$ cat src/rtl/ucie_mb_clk_pkg.sv
// Shared definitions for the mainband clock-training controller:
// FSM state encoding, default parameter values and attempt-counter width.
package ucie_mb_clk_pkg;

  localparam int MAX_ATTEMPTS_DEF   = 3;
  localparam int TIMEOUT_CYCLES_DEF = 1024;
  localparam int ATT_CNT_W          = 3;

  typedef enum logic [2:0] {
    IDLE     = 3'd0,
    START    = 3'd1,
    WAIT_GEN = 3'd2,
    WAIT_RX  = 3'd3,
    GAP      = 3'd4,
    FINISH   = 3'd5
  } state_e;

  // Saturating increment: the attempt counter stops at the configured limit.
  function automatic logic [ATT_CNT_W-1:0] sat_inc(
    input logic [ATT_CNT_W-1:0] cnt,
    input logic [ATT_CNT_W-1:0] lim
  );
    if (cnt >= lim) begin
      return lim;
    end else begin
      return cnt + ATT_CNT_W'(1);
    end
  endfunction

endpackage

$ cat src/rtl/mb_sync_2ff.sv
// Two-flop synchronizer bringing a level from another clock domain into
// the local clock domain. Synchronous active-low reset clears both stages.
module mb_sync_2ff (
  input  logic i_clk,
  input  logic i_rst_n,
  input  logic i_d,
  output logic o_q
);

  logic r_meta;
  logic r_sync;

  // Shift the asynchronous level through two stages.
  always_ff @(posedge i_clk) begin
    if (!i_rst_n) begin
      r_meta <= 1'b0;
      r_sync <= 1'b0;
    end else begin
      r_meta <= i_d;
      r_sync <= r_meta;
    end
  end

  assign o_q = r_sync;

endmodule

$ cat src/rtl/mb_clk_train_ctrl.sv
// Mainband clock-training sequencer: requests a clock pattern from the
// generator, waits for the partner receiver verdict and retries up to
// MAX_ATTEMPTS times. Optional per-attempt watchdog is built in when the
// macro MB_CLK_TRAIN_TIMEOUT_EN is defined; otherwise waits are unbounded
// and o_timeout is tied low.
module mb_clk_train_ctrl
  import ucie_mb_clk_pkg::*;
#(
  parameter int MAX_ATTEMPTS   = MAX_ATTEMPTS_DEF,
  parameter int TIMEOUT_CYCLES = TIMEOUT_CYCLES_DEF
) (
  input  logic                 i_sys_clk,
  input  logic                 i_rst_n,
  input  logic                 i_req,
  input  logic                 i_abort,
  input  logic                 i_clk_gen_done,
  input  logic                 i_rx_valid,
  input  logic                 i_rx_pass,
  output logic                 o_start_clk_training,
  output logic                 o_busy,
  output logic                 o_done,
  output logic                 o_pass,
  output logic                 o_fail,
  output logic                 o_timeout,
  output logic [ATT_CNT_W-1:0] o_attempt_cnt
);

  localparam logic [ATT_CNT_W-1:0] MAX_ATT = ATT_CNT_W'(MAX_ATTEMPTS);

  logic                 w_gen_done_s;
  state_e               r_state, w_state_nxt;
  logic                 r_start, w_start_nxt;
  logic                 r_busy, w_busy_nxt;
  logic                 r_done, w_done_nxt;
  logic                 r_pass, w_pass_nxt;
  logic                 r_fail, w_fail_nxt;
  logic [ATT_CNT_W-1:0] r_att, w_att_nxt;
  logic                 r_fin_pass, w_fin_pass_nxt;
  logic                 w_wdog_hit;

  mb_sync_2ff u_gen_done_sync (
    .i_clk   (i_sys_clk),
    .i_rst_n (i_rst_n),
    .i_d     (i_clk_gen_done),
    .o_q     (w_gen_done_s)
  );

`ifdef MB_CLK_TRAIN_TIMEOUT_EN
  localparam int                WDOG_W    = $clog2(TIMEOUT_CYCLES + 1);
  localparam logic [WDOG_W-1:0] WDOG_LAST = WDOG_W'(TIMEOUT_CYCLES - 1);

  logic [WDOG_W-1:0] r_wdog, w_wdog_nxt;
  logic              r_fin_to, w_fin_to_nxt;
  logic              r_timeout, w_timeout_nxt;
  logic              w_in_wait;

  assign w_in_wait  = (r_state == WAIT_GEN) || (r_state == WAIT_RX);
  assign w_wdog_hit = w_in_wait && (r_wdog == WDOG_LAST);

  // Watchdog counting and the sticky timeout flag; the counter restarts per attempt.
  always_comb begin
    w_wdog_nxt    = r_wdog;
    w_fin_to_nxt  = r_fin_to;
    w_timeout_nxt = r_timeout;
    if (r_state == START) begin
      w_wdog_nxt   = '0;
      w_fin_to_nxt = 1'b0;
    end else if (w_wdog_hit && !i_abort) begin
      w_fin_to_nxt = 1'b1;
    end else if (w_in_wait) begin
      w_wdog_nxt = r_wdog + WDOG_W'(1);
    end else begin
      w_wdog_nxt = r_wdog;
    end
    if ((r_state == IDLE) && i_req) begin
      w_timeout_nxt = 1'b0;
    end else if ((r_state == FINISH) && !i_abort) begin
      w_timeout_nxt = r_fin_to;
    end else begin
      w_timeout_nxt = r_timeout;
    end
  end

  // Watchdog registers.
  always_ff @(posedge i_sys_clk) begin
    if (!i_rst_n) begin
      r_wdog    <= '0;
      r_fin_to  <= 1'b0;
      r_timeout <= 1'b0;
    end else begin
      r_wdog    <= w_wdog_nxt;
      r_fin_to  <= w_fin_to_nxt;
      r_timeout <= w_timeout_nxt;
    end
  end

  assign o_timeout = r_timeout;
`else
  assign w_wdog_hit = 1'b0;
  assign o_timeout  = 1'b0;
`endif

  // Next-state and next-output decode; abort overrides every other event.
  always_comb begin
    w_state_nxt    = r_state;
    w_start_nxt    = r_start;
    w_done_nxt     = 1'b0;
    w_pass_nxt     = r_pass;
    w_fail_nxt     = r_fail;
    w_att_nxt      = r_att;
    w_fin_pass_nxt = r_fin_pass;
    if (i_abort && (r_state != IDLE)) begin
      w_state_nxt = IDLE;
      w_start_nxt = 1'b0;
    end else begin
      case (r_state)
        IDLE: begin
          w_start_nxt = 1'b0;
          if (i_req) begin
            w_state_nxt = START;
            w_pass_nxt  = 1'b0;
            w_fail_nxt  = 1'b0;
            w_att_nxt   = '0;
          end else begin
            w_state_nxt = IDLE;
          end
        end
        START: begin
          w_start_nxt = 1'b1;
          w_att_nxt   = sat_inc(r_att, MAX_ATT);
          w_state_nxt = WAIT_GEN;
        end
        WAIT_GEN: begin
          if (w_wdog_hit) begin
            w_start_nxt    = 1'b0;
            w_fin_pass_nxt = 1'b0;
            w_state_nxt    = FINISH;
          end else if (w_gen_done_s) begin
            w_start_nxt = 1'b0;
            w_state_nxt = WAIT_RX;
          end else begin
            w_start_nxt = 1'b1;
          end
        end
        WAIT_RX: begin
          w_start_nxt = 1'b0;
          if (w_wdog_hit) begin
            w_fin_pass_nxt = 1'b0;
            w_state_nxt    = FINISH;
          end else if (i_rx_valid && i_rx_pass) begin
            w_fin_pass_nxt = 1'b1;
            w_state_nxt    = FINISH;
          end else if (i_rx_valid) begin
            if (r_att < MAX_ATT) begin
              w_state_nxt = GAP;
            end else begin
              w_fin_pass_nxt = 1'b0;
              w_state_nxt    = FINISH;
            end
          end else begin
            w_state_nxt = WAIT_RX;
          end
        end
        GAP: begin
          // Wait for the generator to drop done so the next start is a fresh rising edge.
          w_start_nxt = 1'b0;
          if (!w_gen_done_s) begin
            w_state_nxt = START;
          end else begin
            w_state_nxt = GAP;
          end
        end
        FINISH: begin
          w_start_nxt = 1'b0;
          w_done_nxt  = 1'b1;
          w_pass_nxt  = r_fin_pass;
          w_fail_nxt  = !r_fin_pass;
          w_state_nxt = IDLE;
        end
        default: begin
          w_start_nxt = 1'b0;
          w_state_nxt = IDLE;
        end
      endcase
    end
    w_busy_nxt = (w_state_nxt != IDLE);
  end

  // State and output registers.
  always_ff @(posedge i_sys_clk) begin
    if (!i_rst_n) begin
      r_state    <= IDLE;
      r_start    <= 1'b0;
      r_busy     <= 1'b0;
      r_done     <= 1'b0;
      r_pass     <= 1'b0;
      r_fail     <= 1'b0;
      r_att      <= '0;
      r_fin_pass <= 1'b0;
    end else begin
      r_state    <= w_state_nxt;
      r_start    <= w_start_nxt;
      r_busy     <= w_busy_nxt;
      r_done     <= w_done_nxt;
      r_pass     <= w_pass_nxt;
      r_fail     <= w_fail_nxt;
      r_att      <= w_att_nxt;
      r_fin_pass <= w_fin_pass_nxt;
    end
  end

  assign o_start_clk_training = r_start;
  assign o_busy               = r_busy;
  assign o_done               = r_done;
  assign o_pass               = r_pass;
  assign o_fail               = r_fail;
  assign o_attempt_cnt        = r_att;

endmodule

$ cat config.mk
export PLATFORM = sky130hd
export DESIGN_NAME = mb_clk_train_ctrl
export DESIGN_NICKNAME = d
export VERILOG_FILES = /design/src/rtl/ucie_mb_clk_pkg.sv /design/src/rtl/mb_sync_2ff.sv /design/src/rtl/mb_clk_train_ctrl.sv
export SDC_FILE = /design/constraint.sdc
export NUM_CORES = 1
export LEC_CHECK = 0
export CAP_MARGIN = 40
export CORE_AREA = 3 3 48 50
export CTS_CLUSTER_SIZE = 30
export DETAILED_ROUTE_END_ITERATION = 7
export DIE_AREA = 0 0 51 53
export PLACE_DENSITY = 0.59
export SETUP_SLACK_MARGIN = 0.05
export SLEW_MARGIN = 20
export SYNTH_ARGS = -nofsm -noshare
export SYNTH_HDL_FRONTEND = slang
export SYNTH_SLANG_ARGS = --single-unit
export TNS_END_PERCENT = 100
$ cat constraint.sdc
create_clock -name i_sys_clk -period 4.5 [get_ports i_sys_clk]
set_input_delay 0.45 -clock i_sys_clk [delete_from_list [all_inputs] [get_ports i_sys_clk]]
set_output_delay 0.45 -clock i_sys_clk [all_outputs]
set_load 0.05 [all_outputs]
==> out/results.env, run 1 <==
POST_SYNTH_INST_COUNT=80
UNREPAIRED_SETUP_ENDPOINTS_AFTER_GLOBAL_ROUTING='false'
GRT_OVERFLOW=0
GRT_ANTENNA_BEFORE_REPAIR=0
CELL_AREA_AFTER_PLACEMENT_UM2=869.6
ROUTED_WIRELENGTH_NORMALIZED_BY_INSTANCE_COUNT_UM=11.51
GRT_PASS1_VIAS=541
LAYOUT_WORST_PATH_CYCLE_SHARE_PCT=44.16
FINAL.MIN_CLOCK_PERIOD_NS=1.987
CTS_TREE='built'
WORSTHOLDPATHTYPE='flip-flop to flip-flop'
WORST_CLOCK_SKEW_NS=0.003834
CAPTURING_ELEMENT_TYPE_OF_THE_CRITICAL_PATH='output pin'
TOTAL_LEAKAGE_POWER_nW=0.3399
CRITPATHMAXSTAGEDELAY_NS=0.84
ROWS=16
STDCELL_AREA_UM2=905.9
FINISH.NET_COUNT=104
PLACED_CELLS_INCL_TAPS=117
YS_DOMINANT_REG_CELL='dfxtp_1'
TRITONCTS.NUM_BUFFERS=3
SYNTHDOMINANTCELLAREASHARE_PCT=38.75
SYNTH_TOP_AREA_CELL='dfxtp_1'
FINISH.CELL_COUNT_WITHOUT_FILLERS=121
CTS-RESIZED-GATES=0
WORST_EP_REQUIRED_TIME_NS=4.05
FLOORPLAN.IO_PINS=16
VIAS=609
NUM-FILL-CELLS=194
R2R_SETUP_SLK_NS=2.92
POST_ROUTE_CELLS_DRIVE_ABOVE_1_SHARE_PCT=7.447
CLKPWRFRAC_PCT=34.9
ASYNCSETRESETFLOPFRACSYNTH_PCT=0
AREA_DELTA_SYNTH_FINAL_PCT=25.26
CLOCK_PATH_BUFFERS=2
FP.DIEAREA_UM2=2703
CTS_H_TREE_LVLS=1
ROUTED_WL_UM=1393
SETUP_VIOL=0
FINALWEIGHTEDCONGESTION=0.7712
DRTITER0DRC=8
FIRST_PASS_ITERS=2
CTS_ROOT_BUF='clkbuf_4'
ANT_NETS=0
CTS-HOLD-FIX-BUFFERS=0
MAX_CAP_VIOL_COUNT=0
OUTCOME='finished, final reports clean'
POWER.SWITCHING_FRACTION_PCT=25.34
GRT_PASS1_WL_UM=2173
FLOORPLAN.DIE.WIDTH_UM=51
HOLD-WORST-SLACK_NS=0.4524
SYNTH_NETS=89
POWER.DENSITY_nW_PER_UM2=285.5
SYNTH-SEQ-AREA-SHARE_PCT=38.75
POWER_FRAC_SEQ_PCT=51.1
NUMCLOCKSINKS=14
NUMBER_OF_SYNTHESIZED_FLOPS_WITH_AN_ENABLE_PIN=0
SYNTH_AREA_UM2=723.2
SYNTH_SEQ_CELLS=14
CRIT_PATH_MAX_FANOUT=6
MAX_FREQ_MHz=503.2
WORST_IR_DROP_VDD_uV=179.8
CP.ARRIVAL_NS=1.54
CLKTRANSATPATHREGS_NS=0.09
PORTBUFFERS=14
SETUP_TNS_NS=0
POST_SYNTH.CELL_AREA_AVG_UM2=9.040
PIN_COUNT_OF_THE_BIGGEST_NET_ENTERING_GLOBAL_ROUTING=15
SLOWEST_CELL_ON_THE_CRITICAL_PATH='clkdlybuf4s50_1'
DETAIL_ROUTE.DRC_VIOLATIONS=0
REPORT.FINAL.HOLD_VIOL_COUNT=0
SYNTH.LIB_CELLS_USED.DISTINCT=39
GRT_OVERALL_USAGE_PCT=11.15
MULTIINPUTGATEAREA_UM2=404.1
ANTENNA_CELLS_INSERTED=0
FLOORPLAN.INITIALDENSITY_PCT=37.24
FLOORPLAN.CORE_AREA_UM2=1942
INTERNAL-POWER_W=0.0001931
FINALCOREUTILIZATION_PCT=46.65
SLEW_VIOL_FINAL=0
POST-CTS-SETUP-BUFFER-COUNT=0
WORSTMARGINPINSLEW_NS=0.4980
CRITPATHBUFINV=1
SLEW_HEADROOM_PCT=66.70
FLOORPLAN.DIE.HEIGHT_UM=53
INSERTION_DELAY_NS=0.28
FF_LATCH_AREA_UM2=280.3
PATH_CELLS='clkdlybuf4s50_1'
TIMING.CRITICAL_PATH.FROM_TYPE='flip-flop'
VIAS_PER_CELL=5.033
POST-DP-HPWL_UM=1036
YS.WARNINGS.COUNT=0
POWER_SWITCHING_W=0.00006553
CRITICAL_PATH_START_END_CLASSIFICATION='flip-flop to output pin'
YS_TOP_CELLS_BY_AREA='dfxtp_1, nor2b_1, nor2_1'
CRITPATHTOPFAMILY='buffers and inverters'
LOGIC_GATE_SHARE_OF_TOTAL_POWER_PCT=14.1
[cells by family (layout without fill, tap and decap cells)]
group                    Yosys count  after routing  share of synthesized area (%)
flip-flops                        14             14                          38.75
AO/OA/AOI/OAI                     17             17                          16.09
AND/OR/NAND/NOR                   37             37                          33.05
multiplexers                       2              2                          2.768
buffers and inverters              7             21                          5.362
other                              1              1                         0.5185
adder cells (fa/ha/maj)            2              2                          3.460
[Yosys cell counts (all sizes together) (2+ instances only)]
master  instances
buf             3
inv             3
nand2           4
a21oi           4
mux2i           2
nor2b           6
nand2b          4
nor2            7
ha              2
and2            4
nand3b          2
a21boi          2
dfxtp          14
o21ai           2
[worst paths after layout]
check                         startpoint                   to  depth (start not counted)
hold reg to reg   u_gen_done_sync.r_meta  u_gen_done_sync.o_q                          1
setup / recovery        o_attempt_cnt[0]     o_attempt_cnt[0]                          1
hold / removal    u_gen_done_sync.r_meta  u_gen_done_sync.o_q                          1
setup reg to reg        o_attempt_cnt[0]     o_attempt_cnt[2]                          6
[power by group through the flow]
stage               Combinational [W]  Clock (W)  Sequential (W)
floorplan                   0.0000230          0        0.000138
global placement            0.0000363          0        0.000135
detailed placement          0.0000365          0        0.000135
CTS                         0.0000365  0.0000939        0.000132
global route                0.0000396  0.0000989        0.000133
finish                      0.0000364  0.0000902        0.000132
[per-layer routing]
metal / up-vias / share of wire, % / global-route usage, %
met5: - / 0 / 0
met4: 0 / 2.1 / 6.726
met3: 4 / 5.2 / 2.817
met2: 13 / 44 / 19.10
met1: 284 / 48 / 12.35
li1: 308 / - / -
[layout by cell type (no fill, tap or decap), types with 3 or more instances in the layout]
master | synthesis | routed
clkdlybuf4s50_1 | 0 | 14
and2_1 | 4 | 4
nand2b_1 | 3 | 3
a21oi_1 | 4 | 4
nor2_1 | 7 | 7
dfxtp_1 | 14 | 14
clkbuf_4 | 0 | 3
inv_1 | 3 | 3
nand2_1 | 3 | 3
nor2b_1 | 6 | 6
[cell type report]
| class | instances | area share [%] |
|---|---|---|
| multi-input combinational | 59 | 44.61 |
| sequential | 14 | 30.94 |
| timing repair buffer | 14 | 15.47 |
| clock buffer | 4 | 4.006 |
| tap | 27 | 3.729 |
| inverter | 3 | 1.243 |
[flip-flops by register name (all words and copies together), names as in the netlist]
signal,flops
o_attempt_cnt,3
o_busy,1
o_done,1
o_fail,1
o_pass,1
o_start_clk_training,1
r_fin_pass,1
r_state,3
u_gen_done_sync.o_q,1
u_gen_done_sync.r_meta,1
[stage by stage]
step           total power [W]  worst slack [ns]
3_3_place_gp         0.0001712             2.698
3_5_place_dp         0.0001713             2.676
5_1_grt              0.0002713             2.444
6_report             0.0002586             2.513
2_1_floorplan        0.0001605             2.776
4_1_cts              0.0002624             2.501
Note: power is estimated with default switching activity, not from simulation.
==> run 2: changes to the inputs <==
--- a/config.mk
+++ b/config.mk
@@ -10,7 +10,7 @@
 export CTS_CLUSTER_SIZE = 30
 export DETAILED_ROUTE_END_ITERATION = 7
 export DIE_AREA = 0 0 51 53
-export PLACE_DENSITY = 0.59
+export PLACE_DENSITY = 0.61
 export SETUP_SLACK_MARGIN = 0.05
 export SLEW_MARGIN = 20
 export SYNTH_ARGS = -nofsm -noshare
==> constraint.sdc (replaced) <==
create_clock -name i_sys_clk -period 1.6 [get_ports i_sys_clk]
set_input_delay 0.16 -clock i_sys_clk [delete_from_list [all_inputs] [get_ports i_sys_clk]]
set_output_delay 0.16 -clock i_sys_clk [all_outputs]
set_load 0.05 [all_outputs]
==> run 2 against run 1 <==
Global-route usage rose by 1.1 points. Critical endpoint is now o_attempt_cnt[2]. Sequential share of layout area increased by 0.27 points. Critical path type is now flip-flop to flip-flop. Combinational power rose to 3.1 times the previous value. Die area did not move.
==> out/results.env, run 2 (same netlist as run 1, synthesis figures left out) <==
CTS_H_TREE_LVLS=1  # unchanged
FLOORPLAN.DIE.WIDTH_UM=51  # unchanged
LAYOUT_WORST_PATH_CYCLE_SHARE_PCT=90.37
DRTITER0DRC=22  # +14
LAYOUT_COMMONEST_CELL='buf_4'
CTS_TREE='built'
MAX_FREQ_MHz=691.6
GRT_OVERALL_USAGE_PCT=12.30  # +1.1 points
GRT_OVERFLOW=0  # unchanged
CTS_ROOT_BUF='clkbuf_4'
SETUP_VIOL=0  # unchanged
DETAIL_ROUTE.DRC_VIOLATIONS=0  # unchanged
POST_ROUTE_CELLS_DRIVE_ABOVE_1_SHARE_PCT=24.49  # +17 points
UNREPAIRED_SETUP_ENDPOINTS_AFTER_GLOBAL_ROUTING='true'
CLOCK_PATH_BUFFERS=2  # unchanged
STDCELL_AREA_UM2=922.1  # +1.8%
OUTCOME='finished, final reports clean'
SETUP_TNS_NS=0  # unchanged
FINAL.MIN_CLOCK_PERIOD_NS=1.446
MET1_USAGE_PCT=16.47  # +4.1 points
MAX_CAP_VIOL_COUNT=0  # unchanged
VIAS=599  # -1.6%
GRT-BUSIEST-LAYER='met2'
PIN_COUNT_OF_THE_BIGGEST_NET_ENTERING_GLOBAL_ROUTING=12  # -3
TRITONCTS.NUM_BUFFERS=3  # unchanged
LAYOUT_SETUP_WS_NS=0.1541  # -2.358 ns
CRITICAL_PATH.STARTPOINT='o_attempt_cnt[0]'
PLACED_CELLS_INCL_TAPS=120  # +2.6%
CAPTURING_ELEMENT_TYPE_OF_THE_CRITICAL_PATH='flip-flop'
TIMING.CRITICAL_PATH.FROM_TYPE='flip-flop'
FINISH.NET_COUNT=108  # +3.8%
CLKTRANSATPATHREGS_NS=0.08  # about the same
PATH_CELLS='ha_1, ha_2, a211o_1, nor4b_2, mux2i_1, nor2b_1'
FLOORPLAN.IO_PINS=16  # unchanged
WORST_HOLD_STARTPOINT='u_gen_done_sync.r_meta'
FLOORPLAN.DIE.HEIGHT_UM=53  # unchanged
FINISH.CELL_COUNT_WITHOUT_FILLERS=125  # +3.3%
WORSTHOLDPATHTYPE='flip-flop to flip-flop'
CRITPATHMAXSTAGEDELAY_NS=0.36  # -0.48 ns
VIAS_PER_CELL=4.792  # -4.8%
DPL_WORST_SLACK_NS=0.05844  # -2.617 ns
GRT_ANTENNA_BEFORE_REPAIR=0  # unchanged
WORST_IR_DROP_VDD_uV=461.6  # +160%
SLOWEST_CELL_ON_THE_CRITICAL_PATH='dfxtp_4'
CRIT-REG2REG-LAUNCH='o_attempt_cnt[0]'
NUMCLOCKSINKS=14  # unchanged
REPORT.FINAL.HOLD_VIOL_COUNT=0  # unchanged
CRIT_PATH_MAX_FANOUT=4  # -2
FIRST_PASS_ITERS=3  # +1
INSERTION_DELAY_NS=0.27  # about the same
GLOBAL_ROUTE.USAGE.MET3_PCT=2.535  # -0.28 points
WORST_EP_REQUIRED_TIME_NS=1.80  # -2.25 ns
CRITICAL_PATH_START_END_CLASSIFICATION='flip-flop to flip-flop'
SLEW_VIOL_FINAL=0  # unchanged
GRT_PASS1_VIAS=552  # +2.0%
ROWS=16  # unchanged
TOTAL_LEAKAGE_POWER_nW=0.3728  # +9.7%
FP.DIEAREA_UM2=2703  # unchanged
LAYOUT_COMMON_CELLS='buf_4, dfxtp_1, nor2_1, nor2b_1, clkdlybuf4s50_1'
PORTBUFFERS=14  # unchanged
POST-DP-HPWL_UM=1066  # +2.9%
NUM-FILL-CELLS=201  # +3.6%
POWER.DENSITY_nW_PER_UM2=737.2  # +160%
ROUTED_WL_UM=1394  # about the same
ROUTED_WIRELENGTH_NORMALIZED_BY_INSTANCE_COUNT_UM=11.15  # -3.1%
ANT_NETS=0  # unchanged
FLOORPLAN.CORE_AREA_UM2=1942  # unchanged
GRT_PASS1_WL_UM=2415  # +11%
ANTENNA_CELLS_INSERTED=0  # unchanged
WORST_CLOCK_SKEW_NS=0.005220  # +0.001386 ns
FINALWEIGHTEDCONGESTION=0.8752  # +13%
CP.ARRIVAL_NS=1.65  # +0.11 ns
GROUTE.LAYER.MET2.USAGE_PCT=16.95  # -2.1 points
AREA_DELTA_SYNTH_FINAL_PCT=27.51
FLOORPLAN.INITIALDENSITY_PCT=37.24  # unchanged
CELL_AREA_AFTER_PLACEMENT_UM2=878.3  # +1.0%
==> run 2: cell count changes in the layout (fill, tap and decap cells not counted), sizes merged <==
cell,before,now
clkdlybuf4s50,14,6
buf,0,12
==> run 2: through the flow <==
step | power (W) | utilization, % | hold WS, ns
after floorplan | 0.0004506 | - | 0.2873
after global placement | 0.0004856 | 45.23 | 0.4158
after detailed placement | 0.0004865 | 45.23 | 0.4223
after CTS | 0.0006922 | 46.91 | 0.4425
after global routing | 0.0007251 | 47.49 | 0.4599
final | 0.0006798 | 47.49 | 0.4375
==> run 2: worst max-delay path, delay by kind of cell, from the launching register on <==
family | cells | cell delay, ns
mux | 1 | 0.10
flops | 1 | 0.36
compound gates | 1 | 0.25
fa+ha+maj | 2 | 0.36
simple gates | 2 | 0.32
==> run 2: area by class of cell <==
| class | count | area, um^2 | area share (%) |
|---|---|---|---|
| Inverter | 3 | 11.26 | 1.221 |
| Timing Repair Buffer | 18 | 150.1 | 16.28 |
| Clock buffer | 4 | 26.28 | 2.849 |
| Sequential cell | 14 | 287.8 | 31.21 |
| Tap cell | 27 | 33.78 | 3.664 |
| Multi-Input combinational cell | 59 | 412.9 | 44.78 |
==> run 2: power by group <==
| group | switching [W] | internal [W] | leakage, nW |
|---|---|---|---|
| Clock | 0.000102 | 0.0000965 | 0.0150 |
| Combinational | 0.0000599 | 0.0000518 | 0.242 |
| Sequential | 0.0000117 | 0.000357 | 0.116 |
| Total | 0.000174 | 0.000506 | 0.373 |
==> run 2: worst paths after layout <==
check / cells past startpoint / slack (ns) / end
worst max register to register: 6 / 0.15 / o_attempt_cnt[2]
worst max-delay path: 6 / 0.15 / o_attempt_cnt[2]
worst min register to register: 1 / 0.44 / u_gen_done_sync.o_q
worst min-delay path: 1 / 0.44 / u_gen_done_sync.o_q
==> run 2: timing repair <==
item	CTS	global route
gates resized for setup	1	2
hold endpoints to repair	0	0
buffers inserted	0	1
setup endpoints to repair	1	2
hold buffers	0	0
gates cloned	0	0
pin swaps	0	1
==> run 2: metal layers <==
| layer | part of all wire (%) | vias up |
|---|---|---|
| li1 | - | 316 |
| met1 | 50 | 266 |
| met2 | 43 | 13 |
| met3 | 4.1 | 4 |
| met4 | 2.4 | 0 |
| met5 | 0 | - |
==> run 3: changes to the inputs <==
--- a/config.mk
+++ b/config.mk
@@ -7,10 +7,12 @@
 export LEC_CHECK = 0
 export CAP_MARGIN = 40
 export CORE_AREA = 3 3 48 50
+export CTS_BUF_LIST = sky130_fd_sc_hd__clkbuf_8 sky130_fd_sc_hd__clkbuf_16
 export CTS_CLUSTER_SIZE = 30
 export DETAILED_ROUTE_END_ITERATION = 7
 export DIE_AREA = 0 0 51 53
 export PLACE_DENSITY = 0.61
+export REMOVE_ABC_BUFFERS = 1
 export SETUP_SLACK_MARGIN = 0.05
 export SLEW_MARGIN = 20
 export SYNTH_ARGS = -nofsm -noshare
==> run 3 against run 2 <==
Worst setup slack got worse by 0.014 ns. Register-to-register slack about the same. Sequential share of layout area down 1.7 points. Cell area is 2.8% higher. Global-route usage grew 0.067 points. Core utilization rose by 1.4 points. Clock power up 74%. Final cell count rose by 0.80%. Count of clock-buffer cells in the layout unchanged. Non-clock buffer count grew 1. Worst hold slack got worse by 0.0017 ns. Largest cell class unchanged. Largest power group unchanged. Highest routed layer unchanged.
==> out/results.env, run 3 (same netlist as run 1, synthesis figures left out) <==
OUTCOME='finished, final reports clean'
PIN_COUNT_OF_THE_BIGGEST_NET_ENTERING_GLOBAL_ROUTING=13  # +1
POWER.DENSITY_nW_PER_UM2=874.6  # +19%
FLOORPLAN.CORE_AREA_UM2=1942  # unchanged
TRITONCTS.NUM_BUFFERS=3  # unchanged
PORTBUFFERS=14  # unchanged
GRT_OVERFLOW=0  # unchanged
R2R_SETUP_SLK_NS=0.14  # about the same
STDCELL_AREA_UM2=948.4  # +2.8%
TOTAL_LEAKAGE_POWER_nW=0.3911  # +4.9%
CTS_H_TREE_LVLS=1  # unchanged
GRT_PASS1_VIAS=591  # +7.1%
FINALWEIGHTEDCONGESTION=0.8410  # -3.9%
FLOORPLAN.DIE.WIDTH_UM=51  # unchanged
ANT_NETS=0  # unchanged
LAYOUT_WORST_PATH_CYCLE_SHARE_PCT=91.26  # +0.89 points
POST_ROUTE_CELLS_DRIVE_ABOVE_1_SHARE_PCT=21.21  # -3.3 points
WORST_CLOCK_SKEW_NS=0.004394  # -0.0008262 ns
ROUTED_WL_UM=1400  # +0.43%
LAYOUT_COMMONEST_CELL='dfxtp_1'
MAX_FREQ_MHz=684.9  # -0.97%
ANTENNA_CELLS_INSERTED=0  # unchanged
WORST_IR_DROP_VDD_uV=510.5  # +11%
CTS-HOLD-FIX-BUFFERS=0  # unchanged
UNREPAIRED_SETUP_ENDPOINTS_AFTER_GLOBAL_ROUTING='false'
CP.ARRIVAL_NS=1.64  # about the same
GRT_ANTENNA_BEFORE_REPAIR=0  # unchanged
GRT_OVERALL_USAGE_PCT=12.37  # +0.067 points
CLOCK_PATH_BUFFERS=2  # unchanged
CTS_ROOT_BUF='clkbuf_8'
HOLD-WORST-SLACK_NS=0.4359  # -0.001657 ns
FLOORPLAN.INITIALDENSITY_PCT=37.24  # unchanged
ROWS=16  # unchanged
DRTITER0DRC=10  # -55%
LAYOUT_COMMON_CELLS='dfxtp_1, buf_4, nor2_1, nor2b_1, clkdlybuf4s50_1'
POST-DP-HPWL_UM=1073  # +0.67%
DETAIL_ROUTE.DRC_VIOLATIONS=0  # unchanged
FLOORPLAN.IO_PINS=16  # unchanged
PATH_CELLS='buf_4, nand2_4, or4_1, a21boi_1'
WORST_EP_REQUIRED_TIME_NS=1.78  # -0.02 ns
REPORT.FINAL.HOLD_VIOL_COUNT=0  # unchanged
CELL_AREA_AFTER_PLACEMENT_UM2=887.1  # +1.0%
CAPTURING_ELEMENT_TYPE_OF_THE_CRITICAL_PATH='flip-flop'
INSERTION_DELAY_NS=0.25  # -0.02 ns
GRT_PASS1_WL_UM=2484  # +2.9%
AREA_DELTA_SYNTH_FINAL_PCT=31.14
FINAL.MIN_CLOCK_PERIOD_NS=1.460  # +0.01418 ns
VIAS_PER_CELL=5.048  # +5.3%
CRIT_PATH_MAX_FANOUT=12  # +8
FIRST_PASS_ITERS=4  # +1
SETUP_VIOL=0  # unchanged
MAX_CAP_VIOL_COUNT=0  # unchanged
FINISH.NET_COUNT=109  # +0.93%
WORSTHOLDPATHTYPE='flip-flop to flip-flop'
FP.DIEAREA_UM2=2703  # unchanged
CRITICAL_PATH_START_END_CLASSIFICATION='flip-flop to flip-flop'
SLEW_VIOL_FINAL=0  # unchanged
CLKTRANSATPATHREGS_NS=0.06  # -0.02 ns
CTS_TREE='built'
CRITPATHMAXSTAGEDELAY_NS=0.54  # +0.18 ns
ROUTED_WIRELENGTH_NORMALIZED_BY_INSTANCE_COUNT_UM=11.11  # -0.37%
NUMCLOCKSINKS=14  # unchanged
SLOWEST_CELL_ON_THE_CRITICAL_PATH='dfxtp_1'
VIAS=636  # +6.2%
FLOORPLAN.DIE.HEIGHT_UM=53  # unchanged
TIMING.CRITICAL_PATH.FROM_TYPE='flip-flop'
[run 3: final timing paths]
path / from / end / cells past startpoint
max reg2reg: r_state[0] / r_fin_pass / 4
min: u_gen_done_sync.r_meta / u_gen_done_sync.o_q / 1
max: r_state[0] / r_fin_pass / 4
min reg2reg: u_gen_done_sync.r_meta / u_gen_done_sync.o_q / 1
[run 3: power by group]
group	total, W	internal, W	switching (W)	leakage (nW)
logic	0.000113	0.0000520	0.0000608	0.248
clock network	0.000347	0.000218	0.000129	0.0288
registers	0.000369	0.000359	0.0000109	0.114
total	0.000829	0.000629	0.000201	0.391
[run 3: routing by layer]
metal | vias up | global-route usage (%) | wire [um]
met1 | 299 | 16.50 | 686
met4 | 0 | 6.726 | 17
li1 | 321 | - | -
met3 | 2 | 2.535 | 70
met2 | 14 | 18.45 | 626
met5 | - | 0 | 0
[run 3: what timing repair did]
| item | CTS | global route |
|---|---|---|
| resized for setup | 0 | 1 |
| buffers inserted | 0 | 0 |
| setup endpoints to repair | 0 | 1 |
[run 3: cell type report]
type                            count  area (um^2)
Clock buffer                        4        55.05
Fill cell                         194        993.5
Inverter                            3        11.26
Multi-Input combinational cell     59        410.4
Sequential cell                    14        280.3
Tap cell                           27        33.78
Timing Repair Buffer               19        157.7
[run 3: through the flow]
stage	util, %	setup slack [ns]	power (W)	setup TNS [ns]	cells
after CTS	48.52	0.1011	0.0008420	0	126
after global placement	45.68	0.1143	0.0004894	0	122
after floorplan	-	-0.1236	0.0004424	-0.1236	76
final	48.84	0.1399	0.0008295	0	126
after detailed placement	45.68	0.1080	0.0004893	0	122
after global routing	48.84	0.05200	0.0008590	0	126
[run 3: worst max-delay path: cells and delay by family (launching register included)]
| family | cells | cell delay (ns) |
|---|---|---|
| buffers and inverters | 1 | 0.21 |
| flip-flops | 1 | 0.54 |
| AND/OR/NAND/NOR | 2 | 0.52 |
| AO/OA/AOI/OAI | 1 | 0.14 |
